## src/rtl/cga_intr_pkg.sv

```systemverilog
// Shared definitions for the CGA interrupt controller: command codes,
// gate FSM encoding and default geometry.
package cga_intr_pkg;

  localparam int unsigned CMD_W = 3;

  localparam logic [CMD_W-1:0] CMD_NOP    = 3'b000;
  localparam logic [CMD_W-1:0] CMD_LDPIE  = 3'b001;
  localparam logic [CMD_W-1:0] CMD_LDPID  = 3'b010;
  localparam logic [CMD_W-1:0] CMD_SETPID = 3'b011;
  localparam logic [CMD_W-1:0] CMD_CLRPID = 3'b100;
  localparam logic [CMD_W-1:0] CMD_ION    = 3'b101;
  localparam logic [CMD_W-1:0] CMD_IOF    = 3'b110;
  localparam logic [CMD_W-1:0] CMD_EXIT   = 3'b111;

  localparam int unsigned DEF_NUM_LEVELS = 16;
  localparam int unsigned DEF_LVL_W      = 4;
  localparam int unsigned DEF_DATA_W     = 16;

  typedef enum logic {
    ST_IDLE = 1'b0,
    ST_REQ  = 1'b1
  } gate_state_e;

  // One software command as presented on the command strobe
  typedef struct packed {
    logic [CMD_W-1:0] op;
    logic             valid;
  } gate_cmd_t;

endpackage : cga_intr_pkg

```

## src/rtl/cga_intr_level_gate_if.sv

```systemverilog
// Command/data, hardware request and sequencer handshake bundle of the
// interrupt level gate. master = driver side (CPU/sequencer), slave = gate.
interface cga_intr_level_gate_if #(
  parameter int unsigned NUM_LEVELS = 16,
  parameter int unsigned LVL_W      = 4,
  parameter int unsigned DATA_W     = 16
);
  import cga_intr_pkg::*;

  logic [CMD_W-1:0]      CMD;
  logic                  CMD_VALID;
  logic [DATA_W-1:0]     FIDB;
  logic [NUM_LEVELS-1:0] IRQ_IN;
  logic                  INT_ACK;

  logic [NUM_LEVELS-1:0] PIE;
  logic [NUM_LEVELS-1:0] PID;
  logic                  GEN;
  logic [LVL_W-1:0]      CUR_LVL;
  logic                  INT_REQ;
  logic [LVL_W-1:0]      INT_LVL;

  modport master (
    output CMD, CMD_VALID, FIDB, IRQ_IN, INT_ACK,
    input  PIE, PID, GEN, CUR_LVL, INT_REQ, INT_LVL
  );

  modport slave (
    input  CMD, CMD_VALID, FIDB, IRQ_IN, INT_ACK,
    output PIE, PID, GEN, CUR_LVL, INT_REQ, INT_LVL
  );

endinterface : cga_intr_level_gate_if

```

## src/rtl/cga_intr_prio_enc.sv

```systemverilog
// Highest-set-bit encoder: index of the most significant request plus an
// any-request flag. Purely combinational.
module cga_intr_prio_enc #(
  parameter int unsigned NUM_LEVELS = 16,
  parameter int unsigned LVL_W      = 4
) (
  input  logic [NUM_LEVELS-1:0] req_i,
  output logic [LVL_W-1:0]      top_lvl_o_c,
  output logic                  any_o_c
);

  // Ascending scan so the last hit is the highest level
  always_comb begin
    top_lvl_o_c = '0;
    any_o_c     = 1'b0;
    for (int i = 0; i < int'(NUM_LEVELS); i++) begin
      if (req_i[i]) begin
        top_lvl_o_c = LVL_W'(i);
        any_o_c     = 1'b1;
      end
    end
  end

endmodule : cga_intr_prio_enc

```

## src/rtl/cga_intr_level_gate.sv

```systemverilog
// Interrupt level gate: PIE/PID/GEN/CUR_LVL registers, command decode and
// the REQ/ACK handshake that hands the best eligible level to the sequencer.
module cga_intr_level_gate
  import cga_intr_pkg::*;
#(
  parameter int unsigned NUM_LEVELS = DEF_NUM_LEVELS,
  parameter int unsigned LVL_W      = DEF_LVL_W,
  parameter int unsigned DATA_W     = DEF_DATA_W
) (
  input  logic MCLK,
  input  logic RESET,
  cga_intr_level_gate_if.slave bus
);

  logic [NUM_LEVELS-1:0] pie_q, pie_d;
  logic [NUM_LEVELS-1:0] pid_q, pid_d;
  logic                  gen_q, gen_d;
  logic [LVL_W-1:0]      cur_lvl_q, cur_lvl_d;
  logic                  int_req_q, int_req_d;
  logic [LVL_W-1:0]      int_lvl_q, int_lvl_d;
  gate_state_e           state_q, state_d;

  logic [DATA_W-1:0]     fidb;
  logic [LVL_W-1:0]      fidb_lvl;
  logic                  fidb_lvl_ok;
  gate_cmd_t             cmd;
  logic [NUM_LEVELS-1:0] eligible;
  logic [LVL_W-1:0]      top_lvl;
  logic                  top_any;
  logic                  want_req;

  assign fidb        = bus.FIDB;
  assign fidb_lvl    = fidb[LVL_W-1:0];
  assign fidb_lvl_ok = 32'(fidb_lvl) < NUM_LEVELS;
  assign cmd         = '{op: bus.CMD, valid: bus.CMD_VALID};

  // Level 0 is background and never competes
  assign eligible = pid_q & pie_q & ~NUM_LEVELS'(1);

  cga_intr_prio_enc #(
    .NUM_LEVELS (NUM_LEVELS),
    .LVL_W      (LVL_W)
  ) u_prio_enc (
    .req_i       (eligible),
    .top_lvl_o_c (top_lvl),
    .any_o_c     (top_any)
  );

  assign want_req = gen_q && top_any && (top_lvl > cur_lvl_q);

  always_ff @(posedge MCLK) begin
    if (RESET) begin
      pie_q     <= '0;
      pid_q     <= '0;
      gen_q     <= 1'b0;
      cur_lvl_q <= '0;
      int_req_q <= 1'b0;
      int_lvl_q <= '0;
      state_q   <= ST_IDLE;
    end else begin
      pie_q     <= pie_d;
      pid_q     <= pid_d;
      gen_q     <= gen_d;
      cur_lvl_q <= cur_lvl_d;
      int_req_q <= int_req_d;
      int_lvl_q <= int_lvl_d;
      state_q   <= state_d;
    end
  end

  always_comb begin
    pie_d     = pie_q;
    pid_d     = pid_q;
    gen_d     = gen_q;
    cur_lvl_d = cur_lvl_q;
    int_req_d = int_req_q;
    int_lvl_d = int_lvl_q;
    state_d   = state_q;

    if (cmd.valid) begin
      case (cmd.op)
        CMD_LDPIE:  pie_d = fidb[NUM_LEVELS-1:0];
        CMD_LDPID:  pid_d = fidb[NUM_LEVELS-1:0];
        CMD_SETPID: if (fidb_lvl_ok) pid_d[fidb_lvl] = 1'b1;
        CMD_CLRPID: if (fidb_lvl_ok) pid_d[fidb_lvl] = 1'b0;
        CMD_ION:    gen_d = 1'b1;
        CMD_IOF:    gen_d = 1'b0;
        CMD_EXIT: begin
          pid_d[cur_lvl_q] = 1'b0;
          cur_lvl_d        = '0;
        end
        default: ;
      endcase
    end

    // Hardware requests override any software clear in the same cycle
    pid_d = pid_d | bus.IRQ_IN;

    case (state_q)
      ST_IDLE: begin
        if (want_req) begin
          state_d   = ST_REQ;
          int_req_d = 1'b1;
          int_lvl_d = top_lvl;
        end
      end
      ST_REQ: begin
        if (bus.INT_ACK) begin
          cur_lvl_d = int_lvl_q;
          int_req_d = 1'b0;
          state_d   = ST_IDLE;
        end else if (!(pid_d[int_lvl_q] && pie_d[int_lvl_q]) || !gen_d) begin
          int_req_d = 1'b0;
          state_d   = ST_IDLE;
        end
      end
      default: state_d = ST_IDLE;
    endcase
  end

  assign bus.PIE     = pie_q;
  assign bus.PID     = pid_q;
  assign bus.GEN     = gen_q;
  assign bus.CUR_LVL = cur_lvl_q;
  assign bus.INT_REQ = int_req_q;
  assign bus.INT_LVL = int_lvl_q;

endmodule : cga_intr_level_gate
```

## src/flat_wrapper.sv

```systemverilog
// flat-port wrapper written by rule: the top's interface ports become plain ports
module cga_intr_level_gate_flat import cga_intr_pkg::*;
#(
  parameter int unsigned NUM_LEVELS = DEF_NUM_LEVELS,
  parameter int unsigned LVL_W      = DEF_LVL_W,
  parameter int unsigned DATA_W     = DEF_DATA_W
)
  (MCLK, RESET, bus_CMD, bus_CMD_VALID, bus_FIDB, bus_IRQ_IN, bus_INT_ACK, bus_PIE, bus_PID, bus_GEN, bus_CUR_LVL, bus_INT_REQ, bus_INT_LVL);
  cga_intr_level_gate_if #(.NUM_LEVELS(NUM_LEVELS), .LVL_W(LVL_W), .DATA_W(DATA_W)) bus_i ();
  input  logic MCLK;
  input  logic RESET;
  input wire logic [$bits(bus_i.CMD)-1:0] bus_CMD;
  input wire logic [$bits(bus_i.CMD_VALID)-1:0] bus_CMD_VALID;
  input wire logic [$bits(bus_i.FIDB)-1:0] bus_FIDB;
  input wire logic [$bits(bus_i.IRQ_IN)-1:0] bus_IRQ_IN;
  input wire logic [$bits(bus_i.INT_ACK)-1:0] bus_INT_ACK;
  output wire logic [$bits(bus_i.PIE)-1:0] bus_PIE;
  output wire logic [$bits(bus_i.PID)-1:0] bus_PID;
  output wire logic [$bits(bus_i.GEN)-1:0] bus_GEN;
  output wire logic [$bits(bus_i.CUR_LVL)-1:0] bus_CUR_LVL;
  output wire logic [$bits(bus_i.INT_REQ)-1:0] bus_INT_REQ;
  output wire logic [$bits(bus_i.INT_LVL)-1:0] bus_INT_LVL;
  assign bus_i.CMD = bus_CMD;
  assign bus_i.CMD_VALID = bus_CMD_VALID;
  assign bus_i.FIDB = bus_FIDB;
  assign bus_i.IRQ_IN = bus_IRQ_IN;
  assign bus_i.INT_ACK = bus_INT_ACK;
  assign bus_PIE = bus_i.PIE;
  assign bus_PID = bus_i.PID;
  assign bus_GEN = bus_i.GEN;
  assign bus_CUR_LVL = bus_i.CUR_LVL;
  assign bus_INT_REQ = bus_i.INT_REQ;
  assign bus_INT_LVL = bus_i.INT_LVL;
  cga_intr_level_gate #(.NUM_LEVELS(NUM_LEVELS), .LVL_W(LVL_W), .DATA_W(DATA_W)) u_core (.MCLK(MCLK), .RESET(RESET), .bus(bus_i));
endmodule
```

## config.mk

```make
export PLATFORM = sky130hd
export DESIGN_NAME = cga_intr_level_gate_flat
export DESIGN_NICKNAME = d
export VERILOG_FILES = /design/src/rtl/cga_intr_pkg.sv /design/src/rtl/cga_intr_level_gate_if.sv /design/src/rtl/cga_intr_prio_enc.sv /design/src/rtl/cga_intr_level_gate.sv /design/src/flat_wrapper.sv
export SDC_FILE = /design/constraint.sdc
export NUM_CORES = 1
export LEC_CHECK = 0
export CAP_MARGIN = 20
export CORE_ASPECT_RATIO = 1.25
export CORE_MARGIN = 5
export CORE_UTILIZATION = 45
export DETAILED_ROUTE_END_ITERATION = 6
export PLACE_DENSITY = 0.74
export SKIP_LAST_GASP = 1
export SYNTH_ARGS = -nofsm -noshare
export SYNTH_HDL_FRONTEND = slang
export SYNTH_SLANG_ARGS = --single-unit
```

## constraint.sdc

```tcl
create_clock -name MCLK -period 4.4 [get_ports MCLK]
set_clock_uncertainty 0.1 [all_clocks]
set_input_delay 0.88 -clock MCLK [delete_from_list [all_inputs] [get_ports MCLK]]
set_output_delay 0.88 -clock MCLK [all_outputs]
set_load 0.005 [all_outputs]
```

Word-level counts from Yosys, hierarchy flattened
Cells that the tools add are included.
{"block": "word_totals", "regBits": 43, "latchBits": 0, "ramBits": 0, "rom_bits": 0, "in_bits": 39, "word_cells": 96, "n_memories": 0}
{"block": "op_classes", "add_sub_neg": 0, "n_mul": 0, "n_div": 0, "magnitude_cmp": 6, "n_eq_ne": 9, "shift": 0, "n_mux": 56, "n_bitwise": 8, "reduce_logical": 10}
{"op": "4-bit two-way mux", "n": 18}
{"op": "16-bit one-hot mux with 4 select lines", "n": 1}
{"op": "16-bit AND", "n": 3}
{"op": "16-bit two-way mux", "n": 3}
{"op": "16-bit inverter", "n": 2}
{"op": "16-bit OR", "n": 2}
{"op": "1-bit two-way mux", "n": 27}
{"op": "4-bit by 5-bit < comparator with 1-bit output, second input constant", "n": 3}
{"op": "3-bit == test, second input constant", "n": 4}
{"op": "1-bit binary-select mux with 4-bit select", "n": 2}
{"op": "1-bit demux with 4-bit select", "n": 2}
{"op": "4-bit by 1-bit >= comparator with 1-bit output, second input constant", "n": 2}
{"op": "3-bit by 2-bit == test with 1-bit output, second input constant", "n": 2}
{"op": "1-bit one-hot mux with 2 select lines", "n": 3}
{"op": "1-bit logical AND", "n": 5}
{"op": "4-bit greater-than comparator", "n": 1}
{"op": "2-bit AND reduction", "n": 2}
{"op": "3-bit by 1-bit == test with 1-bit output, second input constant", "n": 1}
{"op": "3-bit inequality test, second input constant", "n": 1}
{"op": "1-bit zero test", "n": 2}
{"op": "2-bit by 1-bit inequality test with 1-bit output, second input constant", "n": 1}
{"op": "1-bit logical OR", "n": 1}
{"op": "1-bit inverter", "n": 1}

Depth between registers and ports, before layout
{"block": "depth", "word_depth": 20, "depth_mapped": 17, "mapped_depth_nobuf": 16}

Modules after synthesis
Synthesis repeated with hierarchy kept, for this count alone.
{"block": "hier_totals", "cells_unflattened": 394, "hier_area_um2": 3240.6}
{"mod": "cga_intr_level_gate", "n_inst": 1, "cells_per_inst": 365, "area_each_um2": 3079.2, "seq_area_each_um2": 860.8}
{"mod": "cga_intr_prio_enc", "n_inst": 1, "cells_per_inst": 29, "area_each_um2": 161.4, "seq_area_each_um2": 0.0}

Worst setup path before layout
No wires, ideal clock.
{"block": "synth_timing", "path_kind": "input to register", "start": "input port bus_CMD[1]", "end": "register u_core.int_req_q, in the netlist u_core.bus.INT_REQ", "setup_time_ns": 0.086, "arrival_ns": 2.802, "slack_ns": 1.411, "path_stages": 10, "path_buffers": 2, "path_cell_list": "buf_6 and3_1 buf_6 and4_4 o31ai_2 a21oi_1 a2111oi_2 o22ai_1 a211o_1 a221oi_2"}
{"block": "synth_between", "elab_chain_cells": 11}
{"item": "start, declared", "line_no": "flat_wrapper.sv:12", "rtl": "input wire logic [$bits(bus_i.CMD)-1:0] bus_CMD;"}
{"item": "3-bit == test / 3-bit by 2-bit == test with 1-bit output (equally long branches)", "line_no": "cga_intr_level_gate.sv:81", "rtl": "case (cmd.op)"}
{"item": "16-bit one-hot mux with 4 select lines", "line_no": "cga_intr_level_gate.sv:81"}
{"item": "16-bit two-way mux", "line_no": "cga_intr_level_gate.sv:80", "rtl": "if (cmd.valid) begin"}
{"item": "16-bit OR", "line_no": "cga_intr_level_gate.sv:97", "rtl": "pid_d = pid_d | bus.IRQ_IN;"}
{"item": "1-bit binary-select mux with 4-bit select", "line_no": "cga_intr_level_gate.sv:112", "rtl": "end else if (!(pid_d[int_lvl_q] && pie_d[int_lvl_q]) || !gen_d) begin"}
{"item": "1-bit two-way mux (not written as such)", "line_no": "cga_intr_level_gate.sv:112"}
{"item": "1-bit logical AND", "line_no": "cga_intr_level_gate.sv:112"}
{"item": "1-bit zero test", "line_no": "cga_intr_level_gate.sv:112"}
{"item": "1-bit logical OR (*)", "line_no": "cga_intr_level_gate.sv:112"}
{"item": "3-bit inequality test (no source line) (*)"}
{"item": "2-bit AND reduction (no source line) (*)"}
{"item": "end signal, assigned", "line_no": "cga_intr_level_gate.sv:65", "rtl": "int_req_q <= int_req_d;"}
{"item": "end, declared", "line_no": "cga_intr_level_gate.sv:19", "rtl": "logic int_req_q, int_req_d;"}
Mark *: on every way between the ends. The rest lies on a longest branch, timed or not. The select of a mux whose other input is x is not followed.
A chain may end at the register's enable or synchronous reset.

Worst setup path after layout
Same ends and word-level chain as after synthesis.

==> run metrics <==
crit start category=input port; wire per inst=21.5 um; CTS tree=built; largest cells by area after synthesis=dfxtp_1 (26%), nor2_1 (7.3%), mux2i_1 (6.4%); endpoint type of the worst setup path=register; Final Max Slew Viols=0; Cell Count Post-Placement=550; post-route insts no fill=558; Reg-to-Reg Start=u_core.bus.PID[1]$_SDFF_PP0_; Final Hold Fails=0; Max-slew headroom=44.8%; status=finished clean; area of the die=0.00906 mm^2; Synth Cell Area=0.00326 mm^2; Ys Warns=0; register area share after synthesis=26.4%; Starting Density=46.4%; CTS sink count=43; wire length of the first global-routing pass=19.1 mm; Yosys reg bits=43; total wire length=12.0 mm; I/O Buffers=80; Cells after Synth=404; total congestion overflow=0; # Max-Cap Violations=0; I/O pin count=81; Hold Path Origin=u_core.bus.INT_REQ$_SDFFE_PP0P_; CP top delay family=compound AO/OA/AOI/OAI gates; pwr dens=227 mW/mm^2; layout cells sized above 1=8.12%; gr usage total=26.8%; Yosys top cell by area=dfxtp_1; terminus of the critical flop-to-flop path=u_core.bus.INT_LVL[0]$_SDFFE_PP0P_; Core Region=0.00702 mm^2; Synthesized Nets=447; crit path time final=3.86 ns; clock buffer depth=2; Worst path slowest cell=clkdlybuf4s50_1; nets=510; Crit path arrival time=3.98 ns; Reg2Reg Setup Slack=1.06 ns; vias in the first global route=3627; Synth Flop Type=dfxtp_1; Layout area overhead=27.3%; Worst-Margin Slew=0.827 ns; Distinct cells, synth=77; number of post-CTS setup repair buffers=0; CP Class=input port to register; LEAKAGE=1.44 nW; HPWL Detailed=9.11 mm; Hold Crit Class=register to register; Commonest cells post-synth=nor2_1 (63), dfxtp_1 (43), nand2_1 (25); Via Count=3642; hold endpoint=u_core.bus.INT_REQ$_SDFFE_PP0P_; Die Wd=86.1 um; Worst path max stage delay=0.73 ns; Die H=105 um; post-synthesis average cell area=8.07 um^2; Hold Path Cell Cnt=2; Setup violations, final=0; number of flops mapped to enable cells by yosys=0; worst-path maximum fanout=18; Async SR Flop Fraction=0%; number of routed nets with antenna violations=0; CTS Buf Count=5; CTS-repair resized insts=0; DR pass1 iterations=5; DRC Markers=0; most numerous cell in the Yosys netlist=nor2_1; final period utilization=87.6%; root buffer cell=clkbuf_8; drt first-iter violations=484; Clock H-tree levels=2; RSZ-0062 raised after global routing=no; CP Cell Sequence=clkdlybuf4s50_1, xnor2_2, nand2_2, o31ai_2, a21oi_1, a2111oi_2, o22ai_1, a211o_1, a221oi_2; Reg clk slew, reported paths=0.09 ns; Site Rows=34; hold slack final=0.385 ns; Vias/cell=6.53; Hold Buf Count CTS=0; largest net degree at the start of global routing=34; Achievable Freq=259 MHz; initial antenna violation count=0; WP buf/inv=1; Synth top area share=26.4%; GP Congestion=0.978; Setup TNS=0 ns; WP data required=4.52 ns; reg2reg path depth=16; VDD IR max=0.145 mV; Clock Latency Late Sink=0.30 ns; Inserted Diodes=0
-- metal layers --
layer	vias to the layer above	wire, um	global-route usage (%)
met5	-	0	0
met4	0	487	12.3
met3	40	1100	4.09
met2	241	5670	42.7
met1	1704	4770	35.1
li1	1657	-	-
-- layout make-up --
cell class                 instances  area [um^2]
inverter                           7         26.3
fill                             679         2870
clock inverter                     1         7.51
multi-input combinational        318         2150
tap                               90          113
timing repair buffer              92          891
sequential                        43          861
clock buffer                       7         96.3
-- kinds of logic (layout without fill, tap and decap cells) --
kind of cell	count (synthesis)	after routing	synth area share [%]
DFF	43	43	26.4
muxes	23	23	7.49
buffers and inverters	43	107	7.49
and+or+nand+nor	182	182	30.2
xor gates and xnor gates	2	2	0.768
adders and majority gates	4	4	1.54
AOI/OAI and AO/OA	107	107	26.1
-- where the power goes --
part	switching, mW	internal [mW]
logic	0.115	0.114
registers	0.0231	0.405
clock network	0.144	0.143
-- worst max-delay path by stage --
| stage | start | to | slack (ns) | cells past startpoint |
|---|---|---|---|---|
| after CTS | bus_CMD[1] | u_core.bus.INT_REQ$_SDFFE_PP0P_ | 0.60 | 9 |
| final | bus_CMD[1] | u_core.bus.INT_REQ$_SDFFE_PP0P_ | 0.54 | 9 |
| after global routing | bus_CMD[1] | u_core.bus.INT_REQ$_SDFFE_PP0P_ | 0.31 | 10 |
| after floorplan | bus_CMD[1] | u_core.bus.INT_REQ$_SDFFE_PP0P_ | 1.41 | 10 |
| after global placement | bus_CMD[2] | u_core.bus.INT_REQ$_SDFFE_PP0P_ | 0.36 | 10 |
| after detailed placement | bus_CMD[1] | u_core.bus.INT_REQ$_SDFFE_PP0P_ | 0.29 | 9 |
-- cell usage in the layout, fill, tap and decap left out, types with 7 or more instances in the layout --
master,count
a21oi_1,12
a22oi_1,8
a32oi_1,12
buf_4,12
clkbuf_8,7
clkdlybuf4s50_1,80
dfxtp_1,43
inv_1,7
mux2i_1,21
nand2_1,25
nand3_1,14
nand4_1,8
nor2_1,63
nor2b_1,11
nor3_1,9
o21ai_0,10
-- state kept, by name, summed over array words and instances, names as in the netlist --
register / cells
u_core.bus.PID: 16
u_core.bus.INT_LVL: 4
u_core.bus.PIE: 16
u_core.bus.GEN: 1
u_core.bus.CUR_LVL: 4
u_core.state_q: 1
u_core.bus.INT_REQ: 1
-- worst min-delay path, cell delays in order, from the launching register on --
cell and delay, ns:
dfxtp_1 0.33, inv_1 0.06, a221oi_2 0.05
-- per-stage QoR --
step	instance area, um^2	utilization [%]	setup WS (ns)	power, mW
after floorplan	3260	-	1.41	0.553
after global placement	4050	57.6	0.357	0.658
after detailed placement	4050	57.6	0.288	0.660
after CTS	4150	59.1	0.602	0.942
after global routing	4150	59.1	0.307	0.982
final	4150	59.1	0.544	0.943
Power figures use the tool's default switching activity.
